===== src/rtl/icache_refill_controller.sv =====
// Direct-mapped I-cache sequencer: tag lookup, block refill from memory, line write, response, whole-cache flush.
// Latency: hit -> resp_valid two cycles after request acceptance; miss adds request wait + block_size beats + write + re-lookup.
// Backpressure: req_ready low outside IDLE and during flush; resp/mem request outputs held stable until their ready.
//
// Ports:
//   clock, reset (synchronous, active-high)
//   req_*      : core fetch request handshake and byte address
//   resp_*     : core response handshake and instruction
//   flush      : single-cycle invalidate-all request, deferred while a fetch is in flight
//   lookup_address, tag, tag_valid, instruction : combinational storage read port
//   write_in, write_line_index, write_block, write_tag, invalidate_all : storage write port
//   mem_req_*  : block read request to memory; mem_resp_* : returned beats, word 0 first, no backpressure
module icache_refill_controller #(
    parameter int  offset_width = 2,
    parameter int  line_width   = 6,
    localparam int tag_width    = 32 - offset_width - line_width - 2,
    localparam int block_size   = 1 << offset_width
) (
    input  logic                         clock,
    input  logic                         reset,
    input  logic                         req_valid,
    output logic                         req_ready,
    input  logic [31:0]                  req_addr,
    output logic                         resp_valid,
    input  logic                         resp_ready,
    output logic [31:0]                  resp_instruction,
    input  logic                         flush,
    output logic [31:0]                  lookup_address,
    input  logic [tag_width-1:0]         tag,
    input  logic                         tag_valid,
    input  logic [31:0]                  instruction,
    output logic                         write_in,
    output logic [line_width-1:0]        write_line_index,
    output logic [32*block_size-1:0]     write_block,
    output logic [tag_width-1:0]         write_tag,
    output logic                         invalidate_all,
    output logic                         mem_req_valid,
    input  logic                         mem_req_ready,
    output logic [31:0]                  mem_req_addr,
    input  logic                         mem_resp_valid,
    input  logic [31:0]                  mem_resp_data
);

    localparam int line_lo = offset_width + 2;
    localparam int tag_lo  = line_width + offset_width + 2;
    localparam logic [offset_width-1:0] last_beat = '1;

    typedef enum logic [2:0] {
        IDLE,
        LOOKUP,
        MISS_REQ,
        REFILL,
        WRITE,
        RESPOND
    } state_t;

    state_t                  state_q;
    state_t                  state_d;
    logic [31:0]             addr_q;
    logic [offset_width-1:0] beat_q;
    logic [31:0]             buf_q [block_size];
    logic [31:0]             resp_q;
    logic                    flush_pending_q;

    logic [tag_width-1:0]    addr_tag;
    logic [line_width-1:0]   addr_line;
    logic                    lookup_hit;
    logic                    refill_beat;

    assign addr_tag    = addr_q[31:tag_lo];
    assign addr_line   = addr_q[tag_lo-1:line_lo];
    assign lookup_hit  = tag_valid && (tag == addr_tag);
    assign refill_beat = (state_q == REFILL) && mem_resp_valid;

    // The storage is always addressed by the latched request; after a refill
    // the same address is looked up again and is guaranteed to hit.
    assign lookup_address   = addr_q;
    assign resp_instruction = resp_q;
    assign mem_req_addr     = {addr_q[31:line_lo], {line_lo{1'b0}}};
    assign write_line_index = addr_line;
    assign write_tag        = addr_tag;

    always_comb begin
        write_block = '0;
        for (int j = 0; j < block_size; j++) begin
            write_block[32*j +: 32] = buf_q[j];
        end
    end

    always_comb begin
        state_d        = state_q;
        req_ready      = 1'b0;
        resp_valid     = 1'b0;
        write_in       = 1'b0;
        invalidate_all = 1'b0;
        mem_req_valid  = 1'b0;
        case (state_q)
            IDLE: begin
                // A pending or fresh flush wins over a waiting request so
                // the request is served from the invalidated cache.
                if (flush_pending_q || flush) begin
                    invalidate_all = 1'b1;
                end else begin
                    req_ready = 1'b1;
                    if (req_valid) begin
                        state_d = LOOKUP;
                    end
                end
            end
            LOOKUP: begin
                state_d = lookup_hit ? RESPOND : MISS_REQ;
            end
            MISS_REQ: begin
                mem_req_valid = 1'b1;
                if (mem_req_ready) begin
                    state_d = REFILL;
                end
            end
            REFILL: begin
                if (mem_resp_valid && (beat_q == last_beat)) begin
                    state_d = WRITE;
                end
            end
            WRITE: begin
                write_in = 1'b1;
                state_d  = LOOKUP;
            end
            RESPOND: begin
                resp_valid = 1'b1;
                if (resp_ready) begin
                    state_d = IDLE;
                end
            end
            default: begin
                state_d = IDLE;
            end
        endcase
    end

    always_ff @(posedge clock) begin
        if (reset) begin
            state_q         <= IDLE;
            addr_q          <= '0;
            beat_q          <= '0;
            resp_q          <= '0;
            flush_pending_q <= 1'b0;
        end else begin
            state_q <= state_d;
            if (req_ready && req_valid) begin
                addr_q <= req_addr;
            end
            if ((state_q == LOOKUP) && lookup_hit) begin
                resp_q <= instruction;
            end
            if ((state_q == MISS_REQ) && mem_req_ready) begin
                beat_q <= '0;
            end else if (refill_beat) begin
                beat_q <= beat_q + 1'b1;
            end
            // Flushes seen outside IDLE are remembered; WRITE can never
            // coincide with invalidate_all because the flush waits for IDLE.
            if (invalidate_all) begin
                flush_pending_q <= 1'b0;
            end else if (flush && (state_q != IDLE)) begin
                flush_pending_q <= 1'b1;
            end
        end
    end

    // Refill buffer needs no reset: it is fully rewritten before every WRITE.
    always_ff @(posedge clock) begin
        if (refill_beat) begin
            buf_q[beat_q] <= mem_resp_data;
        end
    end

endmodule


===== config.mk =====
export PLATFORM = sky130hd
export DESIGN_NAME = icache_refill_controller
export DESIGN_NICKNAME = d
export VERILOG_FILES = /design/src/rtl/icache_refill_controller.sv
export SDC_FILE = /design/constraint.sdc
export NUM_CORES = 1
export LEC_CHECK = 0
export ABC_AREA = 0
export ABC_CLOCK_PERIOD_IN_PS = 3100
export CORE_MARGIN = 2
export CORE_UTILIZATION = 28
export CTS_BUF_LIST = sky130_fd_sc_hd__clkbuf_8
export CTS_CLUSTER_DIAMETER = 30
export DETAILED_ROUTE_END_ITERATION = 16
export MAX_ROUTING_LAYER = met4
export SETUP_SLACK_MARGIN = 0.3
export SYNTH_ARGS = -nofsm -noshare
export SYNTH_HDL_FRONTEND = slang
export SYNTH_SLANG_ARGS = --single-unit
export TNS_END_PERCENT = 30

===== constraint.sdc =====
create_clock -name clock -period 3.1 [get_ports clock]
set_input_delay 0.775 -clock clock [delete_from_list [all_inputs] [get_ports clock]]
set_output_delay 0.775 -clock clock [all_outputs]
set_load 0.01 [all_outputs]

Word-level counts from Yosys, hierarchy flattened:

Memory sizes are Yosys's and may differ from the RTL's.
Index checks and enable logic that the tools add are counted.
Widths: inputs -> output; s select.

* register bits: 70
* bits in latches: 0
* bits in writable memories: 128
* ROM bits: 0
* input bits: 126
* output and inout port bits: 257
* logic and storage cells: 48
* memories: 1

Memories
* buf_q: depth 4, bits a word 32, rd ports 4, clocked after memory_dff 0, write ports 1, RTL line 61 `logic [31:0] buf_q [block_size];`

* add/subtract/negate cells: 1
* $mul: 0
* divide/modulo/power cells: 0
* $lt $le $gt $ge: 0
* equal/unequal tests: 12
* shifts and indexed selects: 0
* multiplexer cells: 16
* bitwise logic cells: 0
* reduce and logical (&&, ||, !) cells: 13

Operators by type and width (number)
* $eq 22x22->1: 1
* $mux 3: 6
* $pmux 3 s6: 1
* $mux 1: 9
* $ne 2x2->1 const B: 4
* $logic_and 1x1->1: 7
* $eq 3x2->1 const B: 2
* $eq 3x3->1 const B: 2
* $reduce_and 5->1: 1
* $reduce_or 2->1: 2
* $eq 3x1->1 const B: 1
* $logic_not 3->1: 1
* $reduce_bool 3->1: 1
* $add 2x1->2 const B: 1
* $eq 2x2->1 const B: 1
* $ne 2x1->1 const B: 1
* $logic_or 1x1->1: 1

Logic depth before layout (Yosys ltp):

Gate-level depths: netlist (run 1).

* depth after elaboration: 4
* mapped depth: 7
* depth with buffers taken out: 5

Worst setup path after synthesis (run 1):

No wires, ideal clock.

* path kind: input port to flip-flop
* from: in mem_resp_valid
* to: mem buf_q[0][0], enable pin
* setup time: 392 ps
* arrival time: 1933 ps
* data required time: 2708 ps
* path slack: 775 ps
* stages: 3
* buffers on the path: 1
* cells stage by stage: and3_1 -> clkbuf_1 -> and2_1

* cells in the longest elaborated chain, start to end: 3

RTL lines
* start, declared: RTL line 40 `input logic mem_resp_valid,`
* $logic_and 1x1->1: RTL line 73 `assign refill_beat = (state_q == REFILL) && mem_resp_valid;`
* $mux 1: RTL line 172 `if (refill_beat) begin`
* $mux 1 (implied by the code): RTL line 173 `buf_q[beat_q] <= mem_resp_data;`
* end, declared: RTL line 61

Every way passes these cells.

Worst setup path in the final report (run 1):

* from: in flush
* to: out invalidate_all

* cells in the longest elaborated chain, start to end: 3

RTL lines
* start, declared: RTL line 27 `input logic flush,`
* $logic_or 1x1->1: RTL line 101 `if (flush_pending_q || flush) begin`
* $mux 1: RTL line 101
* $mux 1: RTL line 97 `case (state_q)`
* end, declared: RTL line 36 `output logic invalidate_all,`

Every way passes these cells.

==> results of run 1 <==
cell usage after synthesis, types with 4 or more instances:
cell type  instances  area [sq um]
a21oi_1           68         340.3
clkbuf_1          18         67.56
nand2_1           65         244.0
buf_4             60         450.4
buf_2             10         50.05
o21ai_1           27         135.1
nor2_1             7         26.28
a211oi_1           4         30.03
ha_1               4         50.05
nand4_1           37         231.5
and2_1             5         31.28
edfxtp_1         128          3844
xnor2_1           23         201.4
dfxtp_1           70          1401
state kept, by name, indices dropped and copies added (netlist names):
name              count
state_q               3
flush_pending_q       1
lookup_address       32
resp_instruction     32
buf_q               128
beat_q                2
per-stage QoR:
stage                     hold slack [ps]  setup slack [ps]  total power [W]  instance area, sq um  utilization (%)
after global placement              440.6             115.4         0.003683                 11270            43.36
after floorplan                     480.5             774.5         0.003278                  7410                -
final                               460.2             348.3         0.005338                 11700            45.04
after detailed placement            449.4             144.6         0.003686                 11270            43.36
after global routing                493.8             280.7         0.005581                 11700            45.04
after CTS                           467.3             308.2         0.005424                 11690            45.00
cell usage in the layout, fill, tap and decap left out, types with 4 or more instances in the layout:
cell	synthesis	routed
nor2_1	7	4
nand2_1	65	65
clkbuf_8	0	17
buf_4	60	15
nand4_1	37	37
dfxtp_1	70	70
and2_2	0	4
ha_1	4	4
clkinv_8	0	5
a21oi_1	68	68
conb_1	1	4
a211oi_1	4	4
buf_12	0	8
xnor2_1	23	23
edfxtp_1	128	128
clkdlybuf4s50_1	0	376
o21ai_1	27	27
inv_6	0	4
report_power, final:
part,internal (W),leakage (nW),switching [W]
registers,0.00285,1.72,0.0000710
logic,0.000395,1.91,0.000316
clock network,0.000631,0.207,0.00108
final timing paths:
path / cells after the start / endpoint / start
worst min register to register: 2 / lookup_address[3] / lookup_address[3]
worst max-delay path: 4 / invalidate_all / flush
worst max register to register: 8 / resp_instruction[17] / lookup_address[17]
worst min-delay path: 2 / lookup_address[3] / lookup_address[3]
kinds of logic after synthesis:
| kind of cell | after synthesis |
|---|---|
| flip-flops | 198 |
| AND/OR/NAND/NOR | 130 |
| AO/OA/AOI/OAI | 110 |
| buffers and inverters | 97 |
| XOR/XNOR | 23 |
| adder cells (fa/ha/maj) | 4 |
| other | 1 |
| multiplexers | 1 |
metal layers:
| layer | track usage (%) | part of all wire, % |
|---|---|---|
| met4 | 4.648 | 1.6 |
| met1 | 21.04 | 42 |
| met2 | 27.96 | 48 |
| met5 | - | 0 |
| met3 | 5.632 | 8.9 |
repair_timing:
action,in CTS,in global routing
endpoints found under the setup margin,2,2
buffers inserted,0,0
hold buffers,0,0
hold endpoints to repair,0,0
gates cloned,0,0
gates resized for setup,3,2
cell type report:
cell class                 instances  area [sq um]  share of cell area [%]
multi-input combinational        272          1558                   13.31
tap                              335         419.2                   3.581
inverter                           3         11.26                 0.09622
timing repair buffer             401          4050                   34.61
clock buffer                      17         234.0                   1.999
clock inverter                    15         183.9                   1.572
sequential                       198          5245                   44.82
antenna                            1         2.502                 0.02138
worst register-to-register path, cell delays in order, from the launching register on:
cell and delay [ps]:
dfxtp_1 540, xnor2_1 200, buf_4 170, nand4_1 140
buf_4 200, or3b_1 420, buf_12 190, o21ai_0 190
a21oi_1 80
==> flow_metrics.env, run 1 <==
export IMPL_dp_cells=1209
export IMPL_critPathKind="in2out"
export IMPL_final_antenna_net_count=0
export IMPL_cts_made_buffers=17
export IMPL_fin_cells=1242
export IMPL_vias=5540
export IMPL_holdCritPathClass="reg2reg"
export IMPL_setup_tns_ps=0
export IMPL_dpl_hpwl_um=17010
export IMPL_drc=0
export IMPL_synth_warning_count=0
export IMPL_finalCriticalPeriod_ps=2752
export IMPL_cpPeakStageDelay_ps=550
export IMPL_routedWlPerCell_um=19.06
export IMPL_synthMuxAreaShare_pct=0.1353
export IMPL_peakVddDrop_mv=0.3044
export IMPL_grt_setup_unrepaired="true"
export IMPL_clkLatencyLatePin_ps=450
export IMPL_fin_crit_sh_pct=88.77
export IMPL_grt_max_degree=35
export IMPL_cts_sinks=198
export IMPL_gp_congestion=0.7877
export IMPL_antenna_found_initial=1
export IMPL_fmax_mhz=363.4
export IMPL_synth_compound_area_share_pct=7.949
export IMPL_worst_pin_slew_ps=783.1
export IMPL_relSlewSlack_pct=46.44
export IMPL_cp_required_ps=2320
export IMPL_htree_levels=4
export IMPL_coreArea_sq_um=25980
export IMPL_worst_path_max_delay_cell="clkdlybuf4s50_1"
export IMPL_fin_worst_skew_ps=19.05
export IMPL_synth_top_family_by_area="simple AND/OR/NAND/NOR gates"
export IMPL_drt_iter0_drc=387
export IMPL_power_leakage_nw=3.830
export IMPL_worst_path_max_fanout=4
export IMPL_drive_gt1_share_pct=7.616
export IMPL_slew_violations=0
export IMPL_r2r_slack_ps=880
export IMPL_synthSimpleGateAreaFrac_pct=8.980
export IMPL_p_per_area_nw_per_um2=456.1
export IMPL_cp_end_kind="primary output"
export IMPL_fin_nets=1023
export IMPL_area_growth_pct=58.19
export IMPL_synth_edf_count=128
export IMPL_dr_pass1_iters=4
export IMPL_critPathLaunchType="input port"
export IMPL_die_h_um=166.6
export IMPL_fp_dieW_um=166.6
export IMPL_worstPathArrival_ps=1980
export IMPL_drv_cap=0
export IMPL_root_buffer="clkbuf_8"
export IMPL_synth_area_sq_um=7398
export IMPL_synth_xor_area_share_pct=2.723
export IMPL_avgSynthCellArea_sq_um=13.12
export IMPL_viasPerCell=4.461
export IMPL_synth_distinct_cells=36
export IMPL_start_util_pct=28.47
export IMPL_port_buffer_count=378
export IMPL_fill_cells=2425
export IMPL_cp_top_family="buffers and inverters"
export IMPL_setup_viol=0
export IMPL_grtUsageTotal_pct=17.35
export IMPL_synth_fa_ha_area_share_pct=0.6765
export IMPL_overflow=0
export IMPL_synth_top_flop_cell="edfxtp_1"
export IMPL_crit_chain="clkdlybuf4s50_1 -> nor2_2 -> nor2b_1 -> clkdlybuf4s50_1"
export IMPL_synthArstFlopShare_pct=0
export IMPL_finalHoldViolCount=0
export IMPL_ioPinCount=383
export IMPL_rows=59
export IMPL_critPathBufInv=2
export IMPL_first_global_vias=5663
export IMPL_synth_seq_area_share_pct=70.89
export IMPL_grt_pass1_wl_um=35390
export IMPL_synth_seq_cells=198
export IMPL_cts_buffer_depth=2
export IMPL_tritoncts="done"
export IMPL_synthCells=564
export IMPL_wirelength_um=23670
export IMPL_crit_path_frequent_cell="clkdlybuf4s50_1"
export IMPL_cts_clk_slew_worst_paths_ps=110
export IMPL_design_die_area_sq_um=27740
export IMPL_status="completed"
(Power assumes the default switching activity.)
==> run 2: changes to the inputs <==
--- a/config.mk
+++ b/config.mk
@@ -10,7 +10,6 @@
 export CORE_MARGIN = 2
 export CORE_UTILIZATION = 28
 export CTS_BUF_LIST = sky130_fd_sc_hd__clkbuf_8
-export CTS_CLUSTER_DIAMETER = 30
 export DETAILED_ROUTE_END_ITERATION = 16
 export MAX_ROUTING_LAYER = met4
 export SETUP_SLACK_MARGIN = 0.3
==> results of run 2 <==
The final DEF is identical to that of run 1; final timing and power are the same.
==> run 3: changes to the inputs <==
--- a/config.mk
+++ b/config.mk
@@ -6,12 +6,13 @@
 export NUM_CORES = 1
 export LEC_CHECK = 0
 export ABC_AREA = 0
-export ABC_CLOCK_PERIOD_IN_PS = 3100
+export ABC_CLOCK_PERIOD_IN_PS = 3500
 export CORE_MARGIN = 2
 export CORE_UTILIZATION = 28
 export CTS_BUF_LIST = sky130_fd_sc_hd__clkbuf_8
 export DETAILED_ROUTE_END_ITERATION = 16
 export MAX_ROUTING_LAYER = met4
+export PLACE_DENSITY = 0.61
 export SETUP_SLACK_MARGIN = 0.3
 export SYNTH_ARGS = -nofsm -noshare
 export SYNTH_HDL_FRONTEND = slang
==> constraint.sdc (replaced) <==
create_clock -name clock -period 3.5 [get_ports clock]
set_input_delay 0.875 -clock clock [delete_from_list [all_inputs] [get_ports clock]]
set_output_delay 0.875 -clock clock [all_outputs]
set_load 0.01 [all_outputs]
==> flow_metrics.env, run 3 (synthesized netlist as in run 1, its figures left out) <==
export IMPL_dpl_cell_area_sq_um=11150
export IMPL_reg2reg_depth=4
export IMPL_finalHoldViolCount=0
export IMPL_port_buffer_count=378
export IMPL_area_growth_pct=56.55
export IMPL_cts_sinks=198
export IMPL_cp_end_kind="primary output"
export IMPL_cts_made_buffers=17
export IMPL_coreArea_sq_um=25980
export IMPL_viasPerCell=4.513
export IMPL_power_w=0.004744
export IMPL_worst_path_max_fanout=4
export IMPL_rows=59
export IMPL_final_cell_mix="clkdlybuf4s50_1 (377), edfxtp_1 (128), dfxtp_1 (70), a21oi_1 (68), nand2_1 (65)"
export IMPL_start_util_pct=28.47
export IMPL_holdPathEnd="resp_instruction[7]"
export IMPL_cts_resized=0
export IMPL_final_util_pct=44.57
export IMPL_vias=5578
export IMPL_routedWlPerCell_um=19.24
export IMPL_r2r_end="buf_q[2][31]"
export IMPL_finalCriticalPeriod_ps=3129
export IMPL_fin_worst_skew_ps=26.46
export IMPL_status="completed"
export IMPL_grt_pass1_wl_um=35130
export IMPL_drc=0
export IMPL_r2r_slack_ps=1260
export IMPL_power_leakage_nw=3.789
export IMPL_worstPathArrival_ps=2250
export IMPL_root_buffer="clkbuf_8"
export IMPL_slew_violations=0
export IMPL_largest_reg_flops=128
export IMPL_min_from="resp_instruction[7]"
export IMPL_grt_max_degree=35
export IMPL_setup_viol=0
export IMPL_tritoncts="done"
export IMPL_fin_crit_sh_pct=89.40
export IMPL_ioPinCount=383
export IMPL_peakVddDrop_mv=0.2608
export IMPL_diodes=0
export IMPL_postCtsSetupBuffers=0
export IMPL_critPathLaunch="flush"
export IMPL_setup_tns_ps=0
export IMPL_antenna_found_initial=0
export IMPL_drive_gt1_share_pct=6.992
export IMPL_final_antenna_net_count=0
export IMPL_relSlewSlack_pct=47.53
export IMPL_fmax_mhz=319.6
export IMPL_first_global_vias=5717
export IMPL_fp_dieW_um=166.6
export IMPL_dpl_hpwl_um=17260
export IMPL_critPathLaunchType="input port"
export IMPL_grtUsageTotal_pct=17.23
export IMPL_r2r_start="state_q[1]"
export IMPL_cp_required_ps=2620
export IMPL_cts_buffer_depth=2
export IMPL_overflow=0
export IMPL_cts_clk_slew_worst_paths_ps=110
export IMPL_die_h_um=166.6
export IMPL_holdPathStages=2
export IMPL_design_die_area_sq_um=27740
export IMPL_stdcell_area_sq_um=11580
export IMPL_fin_nets=1018
export IMPL_finalHoldWorstSlack_ps=468.8
export IMPL_critPathKind="in2out"
export IMPL_cts_hold_buf=0
export IMPL_holdCritPathClass="reg2reg"
export IMPL_wirelength_um=23790
export IMPL_gp_congestion=0.8086
export IMPL_grt_setup_unrepaired="false"
export IMPL_dr_pass1_iters=4
export IMPL_htree_levels=4
export IMPL_drt_iter0_drc=351
export IMPL_clkLatencyLatePin_ps=460
export IMPL_p_per_area_nw_per_um2=409.6
export IMPL_top_register="buf_q"
export IMPL_drv_cap=0
export IMPL_worst_pin_slew_ps=767.2
export IMPL_final_common_cell="clkdlybuf4s50_1"
==> run 3: per-stage QoR <==
| step | std cells | worst slack, ps |
|---|---|---|
| after floorplan | 567 | 1075 |
| after global placement | 1204 | 390.9 |
| after detailed placement | 1204 | 356.0 |
| after CTS | 1236 | 346.1 |
| after global routing | 1236 | 319.9 |
| final | 1236 | 370.8 |
==> run 3: area by class of cell <==
cell class	instances	area, sq um
inverters	3	11.26
flip-flops and latches	198	5245
well taps	335	419.2
repair buffers	396	3939
clock inverters	15	192.7
multi-input cells	272	1541
clock buffers	17	234.0
fillers	2417	14400
==> run 3: how the worst max path moves through the flow <==
stage,endpoint,slack (ps),cells past startpoint
CTS,req_ready,350,3
finish,req_ready,370,4
global route,req_ready,320,4
detailed placement,req_ready,360,4
floorplan,buf_q[0][0],1070,3
global placement,req_ready,390,4
==> run 3: report_power, final <==
group	internal, W	switching (W)
sequential	0.00252	0.0000676
clock	0.000564	0.000978
combinational	0.000342	0.000271
total	0.00343	0.00132
==> run 3: metal layers <==
layer | vias up | track usage, % | wire, um
li1 | 2606 | - | -
met1 | 2644 | 20.71 | 9814
met2 | 300 | 28.12 | 11540
met3 | 28 | 4.800 | 1876
met4 | 0 | 5.547 | 554
met5 | - | - | 0
==> run 3: critical path: stages <==
cell             delay [ps]
clkdlybuf4s50_1         430
nor2_1                  190
and2_1                  180
clkdlybuf4s50_1         590
